**config.mk**
```make
export PLATFORM = sky130hd
export DESIGN_NAME = imm_decode_stage_flat
export DESIGN_NICKNAME = d
export VERILOG_FILES = /design/src/rtl/imm_decode_stage_pkg.sv /design/src/rtl/imm_decode_stage_if.sv /design/src/rtl/imm_decode_stage_imm_extract.sv /design/src/rtl/imm_decode_stage.sv /design/src/flat_wrapper.sv
export SDC_FILE = /design/constraint.sdc
export NUM_CORES = 1
export LEC_CHECK = 0
export CAP_MARGIN = 20
export CORE_MARGIN = 2
export CORE_UTILIZATION = 42
export CTS_CLUSTER_DIAMETER = 150
export DETAILED_ROUTE_END_ITERATION = 7
export MAX_ROUTING_LAYER = met4
export PLACE_DENSITY = 0.65
export SLEW_MARGIN = 20
export SYNTH_ARGS = -nofsm -noshare
export SYNTH_HDL_FRONTEND = slang
export SYNTH_HIERARCHICAL = 1
export SYNTH_SLANG_ARGS = --single-unit
```
**constraint.sdc**
```tcl
create_clock -name clk -period 4.8 [get_ports clk]
set_clock_uncertainty 0.05 [all_clocks]
set_input_delay 0.96 -clock clk [delete_from_list [all_inputs] [get_ports clk]]
set_output_delay 0.96 -clock clk [all_outputs]
set_load 0.01 [all_outputs]
```
**src/rtl/imm_decode_stage_pkg.sv**
```systemverilog
// Shared types and opcode constants for the registered immediate-decode stage.
package imm_decode_stage_pkg;

    typedef enum logic [2:0] {
        R_TYPE = 3'd0,
        I_TYPE = 3'd1,
        S_TYPE = 3'd2,
        B_TYPE = 3'd3,
        U_TYPE = 3'd4,
        J_TYPE = 3'd5
    } inst_format_t;

    localparam logic [6:0] OPC_LUI      = 7'b0110111;
    localparam logic [6:0] OPC_AUIPC    = 7'b0010111;
    localparam logic [6:0] OPC_JAL      = 7'b1101111;
    localparam logic [6:0] OPC_JALR     = 7'b1100111;
    localparam logic [6:0] OPC_BRANCH   = 7'b1100011;
    localparam logic [6:0] OPC_LOAD     = 7'b0000011;
    localparam logic [6:0] OPC_STORE    = 7'b0100011;
    localparam logic [6:0] OPC_OP_IMM   = 7'b0010011;
    localparam logic [6:0] OPC_OP_IMM32 = 7'b0011011;
    localparam logic [6:0] OPC_OP       = 7'b0110011;
    localparam logic [6:0] OPC_OP32     = 7'b0111011;
    localparam logic [6:0] OPC_MISC_MEM = 7'b0001111;
    localparam logic [6:0] OPC_SYSTEM   = 7'b1110011;

    function automatic bit xlen_legal(input int xlen);
        return (xlen == 32) || (xlen == 64);
    endfunction

endpackage

```
**src/rtl/imm_decode_stage_if.sv**
```systemverilog
// Upstream/downstream handshake bundle of the immediate-decode stage, plus flush.
interface imm_decode_stage_if
    import imm_decode_stage_pkg::*;
#(
    parameter int XLEN  = 32,
    parameter int TAG_W = 32
);
    logic             flush;
    logic             in_valid;
    logic             in_ready;
    logic [31:0]      in_inst;
    logic [TAG_W-1:0] in_tag;
    logic             out_valid;
    logic             out_ready;
    inst_format_t     out_fmt;
    logic [XLEN-1:0]  out_imm;
    logic             out_illegal;
    logic [31:0]      out_inst;
    logic [TAG_W-1:0] out_tag;

    // Fetch side plus execute side, seen from outside the stage
    modport master (
        output flush, in_valid, in_inst, in_tag, out_ready,
        input  in_ready, out_valid, out_fmt, out_imm, out_illegal, out_inst, out_tag
    );

    modport slave (
        input  flush, in_valid, in_inst, in_tag, out_ready,
        output in_ready, out_valid, out_fmt, out_imm, out_illegal, out_inst, out_tag
    );
endinterface

```
**src/rtl/imm_decode_stage_imm_extract.sv**
```systemverilog
// Combinational format classifier and immediate builder.
// ZICSR_IMM_EN: CSR*I instructions yield the 5-bit zimm instead of the CSR address.
module imm_extract
    import imm_decode_stage_pkg::*;
#(
    parameter int XLEN = 32
) (
    input  logic [31:0]     inst,
    output inst_format_t    fmt,
    output logic [XLEN-1:0] imm,
    output logic            illegal
);
    logic [6:0]      opc;
    logic [2:0]      funct3;
    logic            is_shift;
    logic [XLEN-1:0] imm_i, imm_s, imm_b, imm_u, imm_j;
    logic [XLEN-1:0] shamt5, shamt_opimm;

    assign opc    = inst[6:0];
    assign funct3 = inst[14:12];

    assign imm_i = XLEN'($signed(inst[31:20]));
    assign imm_s = XLEN'($signed({inst[31:25], inst[11:7]}));
    assign imm_b = XLEN'($signed({inst[31], inst[7], inst[30:25], inst[11:8], 1'b0}));
    assign imm_u = XLEN'($signed({inst[31:12], 12'b0}));
    assign imm_j = XLEN'($signed({inst[31], inst[19:12], inst[20], inst[30:21], 1'b0}));

    // Shift immediates carry funct7/funct6 in the upper field; only shamt is exposed
    assign is_shift    = (funct3 == 3'b001) || (funct3 == 3'b101);
    assign shamt5      = XLEN'(inst[24:20]);
    assign shamt_opimm = (XLEN == 64) ? XLEN'(inst[25:20]) : shamt5;

    always_comb begin
        fmt     = R_TYPE;
        imm     = '0;
        illegal = 1'b0;
        case (opc)
            OPC_LUI, OPC_AUIPC: begin
                fmt = U_TYPE;
                imm = imm_u;
            end
            OPC_JAL: begin
                fmt = J_TYPE;
                imm = imm_j;
            end
            OPC_JALR, OPC_LOAD, OPC_MISC_MEM: begin
                fmt = I_TYPE;
                imm = imm_i;
            end
            OPC_OP_IMM: begin
                fmt = I_TYPE;
                imm = is_shift ? shamt_opimm : imm_i;
            end
            OPC_SYSTEM: begin
                fmt = I_TYPE;
`ifdef ZICSR_IMM_EN
                imm = funct3[2] ? XLEN'(inst[19:15]) : imm_i;
`else
                imm = imm_i;
`endif
            end
            OPC_STORE: begin
                fmt = S_TYPE;
                imm = imm_s;
            end
            OPC_BRANCH: begin
                fmt = B_TYPE;
                imm = imm_b;
            end
            OPC_OP: fmt = R_TYPE;
            OPC_OP_IMM32: begin
                if (XLEN == 64) begin
                    fmt = I_TYPE;
                    imm = is_shift ? shamt5 : imm_i;
                end else begin
                    illegal = 1'b1;
                end
            end
            OPC_OP32: illegal = (XLEN != 64);
            default:  illegal = 1'b1;
        endcase
    end
endmodule

```
**src/rtl/imm_decode_stage.sv**
```systemverilog
// Registered immediate-decode stage: imm_extract followed by a main register and a
// one-entry skid register behind valid/ready. Optional ZICSR_IMM_EN (see imm_extract).
module imm_decode_stage
    import imm_decode_stage_pkg::*;
#(
    parameter int XLEN  = 32,
    parameter int TAG_W = 32
) (
    input logic              clk,
    input logic              rst,
    imm_decode_stage_if.slave bus
);
    if (!xlen_legal(XLEN)) begin : g_bad_xlen
        $error("imm_decode_stage: XLEN must be 32 or 64");
    end

    typedef struct packed {
        inst_format_t     fmt;
        logic [XLEN-1:0]  imm;
        logic             illegal;
        logic [31:0]      inst;
        logic [TAG_W-1:0] tag;
    } entry_t;

    entry_t          main_q, skid_q, new_e;
    logic            main_vld, skid_vld;
    logic            accept, main_free;
    inst_format_t    dec_fmt;
    logic [XLEN-1:0] dec_imm;
    logic            dec_ill;

    imm_extract #(.XLEN(XLEN)) u_extract (
        .inst    (bus.in_inst),
        .fmt     (dec_fmt),
        .imm     (dec_imm),
        .illegal (dec_ill)
    );

    assign new_e     = '{fmt: dec_fmt, imm: dec_imm, illegal: dec_ill,
                         inst: bus.in_inst, tag: bus.in_tag};
    assign accept    = bus.in_valid && !skid_vld;
    assign main_free = !main_vld || bus.out_ready;

    // skid only fills while main is held, so a full skid implies a full main
    always_ff @(posedge clk) begin
        if (rst) begin
            main_q   <= '0;
            skid_q   <= '0;
            main_vld <= 1'b0;
            skid_vld <= 1'b0;
        end else if (bus.flush) begin
            main_vld <= 1'b0;
            skid_vld <= 1'b0;
        end else if (main_free) begin
            if (skid_vld) begin
                main_q   <= skid_q;
                main_vld <= 1'b1;
                skid_vld <= 1'b0;
            end else if (accept) begin
                main_q   <= new_e;
                main_vld <= 1'b1;
            end else begin
                main_vld <= 1'b0;
            end
        end else if (accept) begin
            skid_q   <= new_e;
            skid_vld <= 1'b1;
        end
    end

    assign bus.in_ready    = !skid_vld;
    assign bus.out_valid   = main_vld;
    assign bus.out_fmt     = main_q.fmt;
    assign bus.out_imm     = main_q.imm;
    assign bus.out_illegal = main_q.illegal;
    assign bus.out_inst    = main_q.inst;
    assign bus.out_tag     = main_q.tag;
endmodule

```
**src/flat_wrapper.sv**
```systemverilog
// flat-port wrapper written by rule: the top's interface ports become plain ports
module imm_decode_stage_flat import imm_decode_stage_pkg::*;
#(
    parameter int XLEN  = 32,
    parameter int TAG_W = 32
)
  (clk, rst, bus_flush, bus_in_valid, bus_in_inst, bus_in_tag, bus_out_ready, bus_in_ready, bus_out_valid, bus_out_fmt, bus_out_imm, bus_out_illegal, bus_out_inst, bus_out_tag);
  imm_decode_stage_if #(.XLEN(XLEN), .TAG_W(TAG_W)) bus_i ();
  input logic clk;
  input logic rst;
  input wire logic [$bits(bus_i.flush)-1:0] bus_flush;
  input wire logic [$bits(bus_i.in_valid)-1:0] bus_in_valid;
  input wire logic [$bits(bus_i.in_inst)-1:0] bus_in_inst;
  input wire logic [$bits(bus_i.in_tag)-1:0] bus_in_tag;
  input wire logic [$bits(bus_i.out_ready)-1:0] bus_out_ready;
  output wire logic [$bits(bus_i.in_ready)-1:0] bus_in_ready;
  output wire logic [$bits(bus_i.out_valid)-1:0] bus_out_valid;
  output wire logic [$bits(bus_i.out_fmt)-1:0] bus_out_fmt;
  output wire logic [$bits(bus_i.out_imm)-1:0] bus_out_imm;
  output wire logic [$bits(bus_i.out_illegal)-1:0] bus_out_illegal;
  output wire logic [$bits(bus_i.out_inst)-1:0] bus_out_inst;
  output wire logic [$bits(bus_i.out_tag)-1:0] bus_out_tag;
  assign bus_i.flush = bus_flush;
  assign bus_i.in_valid = bus_in_valid;
  assign bus_i.in_inst = bus_in_inst;
  assign bus_i.in_tag = bus_in_tag;
  assign bus_i.out_ready = bus_out_ready;
  assign bus_in_ready = bus_i.in_ready;
  assign bus_out_valid = bus_i.out_valid;
  assign bus_out_fmt = bus_i.out_fmt;
  assign bus_out_imm = bus_i.out_imm;
  assign bus_out_illegal = bus_i.out_illegal;
  assign bus_out_inst = bus_i.out_inst;
  assign bus_out_tag = bus_i.out_tag;
  imm_decode_stage #(.XLEN(XLEN), .TAG_W(TAG_W)) u_core (.clk(clk), .rst(rst), .bus(bus_i));
endmodule
```
Word level (Yosys, flattened, before mapping). Cells that the tools add are included.

Eq/ne operators: 13. Multiplexer cells: 8. Bitwise operators: 2. Reductions and logical operators: 14.

Operator list (count): two-way mux 100 bit (2); one-hot mux 32 bit (6 select lines) (1); two-way mux 32 bit (1); equality test 7 bit, second input constant (4); equality test 7 x 6 -> 1 bit, second input constant (3); one-hot mux 3 bit (5 select lines) (1); equality test 7 x 5 -> 1 bit, second input constant (2); OR reduction 11 bit (1); equality test 7 x 2 -> 1 bit, second input constant (1); equality test 7 x 4 -> 1 bit, second input constant (1); AND reduction 3 bit (2); OR reduction 5 bit (1); OR reduction 2 bit (2); OR reduction 4 bit (1); equality test 3 x 1 -> 1 bit, second input constant (1); equality test 3 bit, second input constant (1); two-way mux 1 bit (3); OR reduction 3 bit (1); zero test 1 bit (2); logical OR 1 bit (2); inverter 1 bit (2); nonzero test 2 bit (1); logical AND 1 bit (1).

Flip-flop bits (word level): 202. Input port bits: 69. Output and inout bits: 102. Logic and storage cells: 49.

Logic depth before layout (Yosys ltp).
Depth in word-level cells: 6. Depth in mapped cells: 8.

Modules after synthesis. The synthesis kept the hierarchy.

By module, submodules not included: imm_decode_stage (times used 1, cells an instance 899, area an instance 9654.3 µm²); imm_extract (times used 1, cells an instance 104, area an instance 738.2 µm²).

Least setup slack after synthesis. No wires, ideal clock.

Path type: input port to flip-flop. Start: in bus_in_inst[5]. End: reg u_core.main_q (netlist bit u_core/bus.out_imm[20]). Setup time: 146 ps. Arrival: 2289 ps. Data required time: 4604 ps. Path slack: 2315 ps. Stages on the path: 8. Path buffers: 2. Cell sequence: buf_6 -> mux2_4 -> a21o_1 -> a32oi_4 -> buf_8 -> o21ai_2 -> mux2i_1 -> a211oi_2.

Word-level cells in the longest chain between the ends: 5. Elaborated cells on any way between the ends: 15.

Ends and longest elaborated chain: start, declared (RTL line flat_wrapper.sv:13) `input wire logic [$bits(bus_i.in_inst)-1:0] bus_in_inst;`; equality test 7 bit (tied with other cells) (RTL line imm_decode_stage_imm_extract.sv:37) `case (opc)`; OR reduction 4 bit (no line) / OR reduction 2 bit (equally long branches); one-hot mux 32 bit (6 select lines) * (RTL line imm_decode_stage_imm_extract.sv:37); named net u_core.dec_imm[20] (RTL line imm_decode_stage.sv:29) `logic [XLEN-1:0] dec_imm;`; two-way mux 100 bit * (RTL line imm_decode_stage.sv:59) `end else if (accept) begin`; two-way mux 100 bit * (RTL line imm_decode_stage.sv:55) `if (skid_vld) begin`; end signal, assigned (RTL line imm_decode_stage.sv:56) `main_q <= skid_q;`; end signal, assigned (RTL line imm_decode_stage.sv:60) `main_q <= new_e;`; end, declared (RTL line imm_decode_stage.sv:25) `entry_t main_q, skid_q, new_e;`.

Mark *: on every way through the listed nets, which the timed path passes. The rest lies on a longest branch. The select of a mux whose other input is x is not followed. A chain may end at the register's enable or synchronous reset.

Worst setup path in the final report.
Start: reg u_core.skid_vld. End: out bus_in_ready.

Word-level cells in the longest chain between the ends: 1.

Ends and longest elaborated chain: start, declared (RTL line imm_decode_stage.sv:26) `logic main_vld, skid_vld;`; start signal, assigned (RTL line imm_decode_stage.sv:50) `skid_vld <= 1'b0;`; start signal, assigned (RTL line imm_decode_stage.sv:53) `skid_vld <= 1'b0;`; start signal, assigned (RTL line imm_decode_stage.sv:58) `skid_vld <= 1'b0;`; zero test 1 bit (RTL line imm_decode_stage.sv:71) `assign bus.in_ready = !skid_vld;`; end, declared (RTL line flat_wrapper.sv:16) `output wire logic [$bits(bus_i.in_ready)-1:0] bus_in_ready;`.

Every way passes these cells.

==> flow_summary_export.csv <==
group,metric,value,unit
synthesis,synth_area_leader_cell,"dfxtp_1",
synthesis,yosysWarnings,6,
place,place_ws,1.27,ns
setup_path,setup.worst_path.start,"u_core/skid_vld$_SDFFE_PP0P_",
setup_path,critPathKind,"register to output port",
power,ir_drop,205,uV
timing,fmax,313,MHz
clocking,cts_setup_buffers,0,
run,drv_cap,0,
clocking,path_clk_slew,0.06,ns
floorplanning,design.core.area,24300,um^2
synthesis,syn_area_per_cell,10.4,um^2
floorplanning,start_util,42.7,%
synthesis,synth-async-reset-ratio,0,%
setup_path,timing.rr.start,"u_core/skid_vld$_SDFFE_PP0P_",
floorplanning,die_area,26000,um^2
finish,num-nets-final,1183,
floorplanning,ioPinCount,171,
place,port_buffers,170,
route,drc,0,
power,total_power,4.17,mW
route,routed_wl,26800,um
synthesis,synth_top_flop_cell,"dfxtp_1",
place,dpl.cell_count,1412,
setup_path,endpoint,"bus_in_ready",
timing,fin_setup_tns,0,ns
finish,finalNonFillerCells,1455,
timing,period_needed,3.19,ns
synthesis,yosys-top-cells-area,"dfxtp_1 39%, mux2i_1 19%, nand2b_1 12%",
finish,fin_util,52.9,%
route,vias,7692,
synthesis,synth.cell_area,10400,um^2
clocking,cts_tree,"done",
finish,design_area,12900,um^2
finish,diodes,0,
clocking,h-tree-depth,1,
global_route,grt_max_degree,144,
setup_path,end_kind,"output port",
clocking,clk_latency,0.51,ns
synthesis,synth_fp_nets,1072,
synthesis,yosys.cell_types.count,46,
route,detail-route-antenna-nets,0,
route,viasPerCell,5.29,
setup_path,r2r_cells,4,
timing,fin_crit_sh,66.5,%
floorplanning,die_y,161,um
place,place.gp.congestion,0.837,
synthesis,netlist.area_leader.share,38.9,%
timing,hold_viol_final,0,
clocking,clk_path_buf_depth,3,
timing,slew_violations,0,
global_route,grt_pass1_vias,7566,
clocking,cts_sinks,202,
clocking,cts_root_buf,"clkbuf_16",
setup_path,r2r-end,"u_core/bus.out_tag[27]$_SDFFE_PP0P_",
clocking,cts_resized,0,
floorplanning,fp-row-count,57,
setup_path,r2r_setup_slack,2.00,ns
place,dpl_cell_area,12100,um^2
timing,slew_headroom,24.0,%
route,first_pass_iters,7,
setup_path,required,3.79,ns
outcome,run_status,"finished clean",
synthesis,synth_cells,1003,
timing,rsz0062_at_grt,"false",
place,post-dp-hpwl,16500,um
route,drt_iter0_markers,439,
timing,tightest_slew,1.14,ns
setup_path,worstPathArrival,2.18,ns
finish,synthToLayoutAreaGrowth,23.7,%
route,routedWlPerCell,18.4,um
floorplanning,fp.dieW,161,um
synthesis,synth_edf_count,0,
worst_hold_path,hp-class,"register to register",
clocking,cts-buffers-inserted,24,
power,p_leak,4.02,nW
timing,holdWs,0.421,ns
finish,final_layout_size_suffix_gt1_share,16.0,%
timing,fin_ws,1.61,ns
timing,setup_viol,0,
global_route,grt_pass1_wl,42600,um
setup_path,critPathLaunchType,"register",
clocking,cts_hold_buf,0,
global_route,track_usage,20.7,%
setup_path,cp_max_fo,58,
global_route,grt_overflow,0,
synthesis,ys_seq_elements,202,
synthesis,yosysSeqAreaShare,38.9,%
global_route,antenna_found_initial,0,
power,power_density,324,nW/um^2
## layer usage
layer | vias up | track usage [%] | routed length, um
li1 | 3770 | - | -
met1 | 3712 | 27.5 | 12700
met2 | 189 | 32.6 | 12200
met3 | 21 | 4.90 | 1650
met4 | 0 | 3.45 | 249
met5 | - | - | 0
## state kept, by name, summed over array words and instances, names as in the netlist
register                cells
u_core/bus.out_fmt          3
u_core/bus.out_tag         32
u_core/bus.out_valid        1
u_core/bus.out_illegal      1
u_core/skid_q             100
u_core/skid_vld             1
u_core/bus.out_inst        32
u_core/bus.out_imm         32
## critical path: stages, from the launching register on
cell and delay, ns:
dfxtp_4 1.09, inv_1 0.08, clkdlybuf4s50_1 0.51
## layout make-up
type	count	area (um^2)
clock inverters	11	111
multi-input cells	700	5740
inverters	2	7.51
clock buffers	32	682
repair buffers	184	1860
flip-flops and latches	202	4050
fillers	2180	11500
well taps	324	405
## power breakdown
group / internal (mW) / total, mW / leakage (nW) / switching (mW)
logic: 0.282 / 0.567 / 1.98 / 0.285
clock network: 1.10 / 1.83 / 0.394 / 0.722
registers: 1.74 / 1.78 / 1.65 / 0.0378
## placed cells by master (no fill, tap or decap), drive strengths merged, types with 15 or more instances in the layout
master and count:
clkbuf 32, nand2b 202, clkdlybuf4s50 169, dfxtp 202, mux2i 200, buf 15, nand2 17, o21ai 17
a211oi 101, a21oi 103
## worst min-delay path by stage
stage | startpoint | depth (start not counted) | end
2_1_floorplan | u_core/skid_q[90]$_SDFFE_PP0P_ | 2 | u_core/skid_q[90]$_SDFFE_PP0P_
3_3_place_gp | u_core/skid_q[24]$_SDFFE_PP0P_ | 2 | u_core/skid_q[24]$_SDFFE_PP0P_
3_5_place_dp | u_core/skid_q[59]$_SDFFE_PP0P_ | 2 | u_core/skid_q[59]$_SDFFE_PP0P_
4_1_cts | u_core/skid_q[96]$_SDFFE_PP0P_ | 2 | u_core/skid_q[96]$_SDFFE_PP0P_
5_1_grt | u_core/skid_q[10]$_SDFFE_PP0P_ | 2 | u_core/skid_q[10]$_SDFFE_PP0P_
6_report | u_core/skid_q[96]$_SDFFE_PP0P_ | 2 | u_core/skid_q[96]$_SDFFE_PP0P_
## cells in the mapped netlist, drive strengths merged (2+ instances only)
library cell,n
nor2,6
and2,4
o21ai,17
a21oi,103
nor4b,2
nor2b,3
buf,64
and3,2
a22o,5
inv,2
nor3b,7
dfxtp,202
o211ai,2
mux2i,200
a211oi,101
a21o,10
clkbuf,35
nand2,17
nor3,2
nand2b,202
## cell families (layout without fill, tap and decap cells)
logic type | count (synthesis) | count (layout) | synth area share (%)
AOI/OAI and AO/OA | 247 | 247 | 20.6
and+or+nand+nor | 251 | 251 | 15.0
muxes | 201 | 201 | 19.4
buffers and inverters | 101 | 229 | 6.06
DFF | 202 | 202 | 38.9
xor gates and xnor gates | 1 | 1 | 0.0843
No activity file was read; power rests on OpenSTA's default activity.
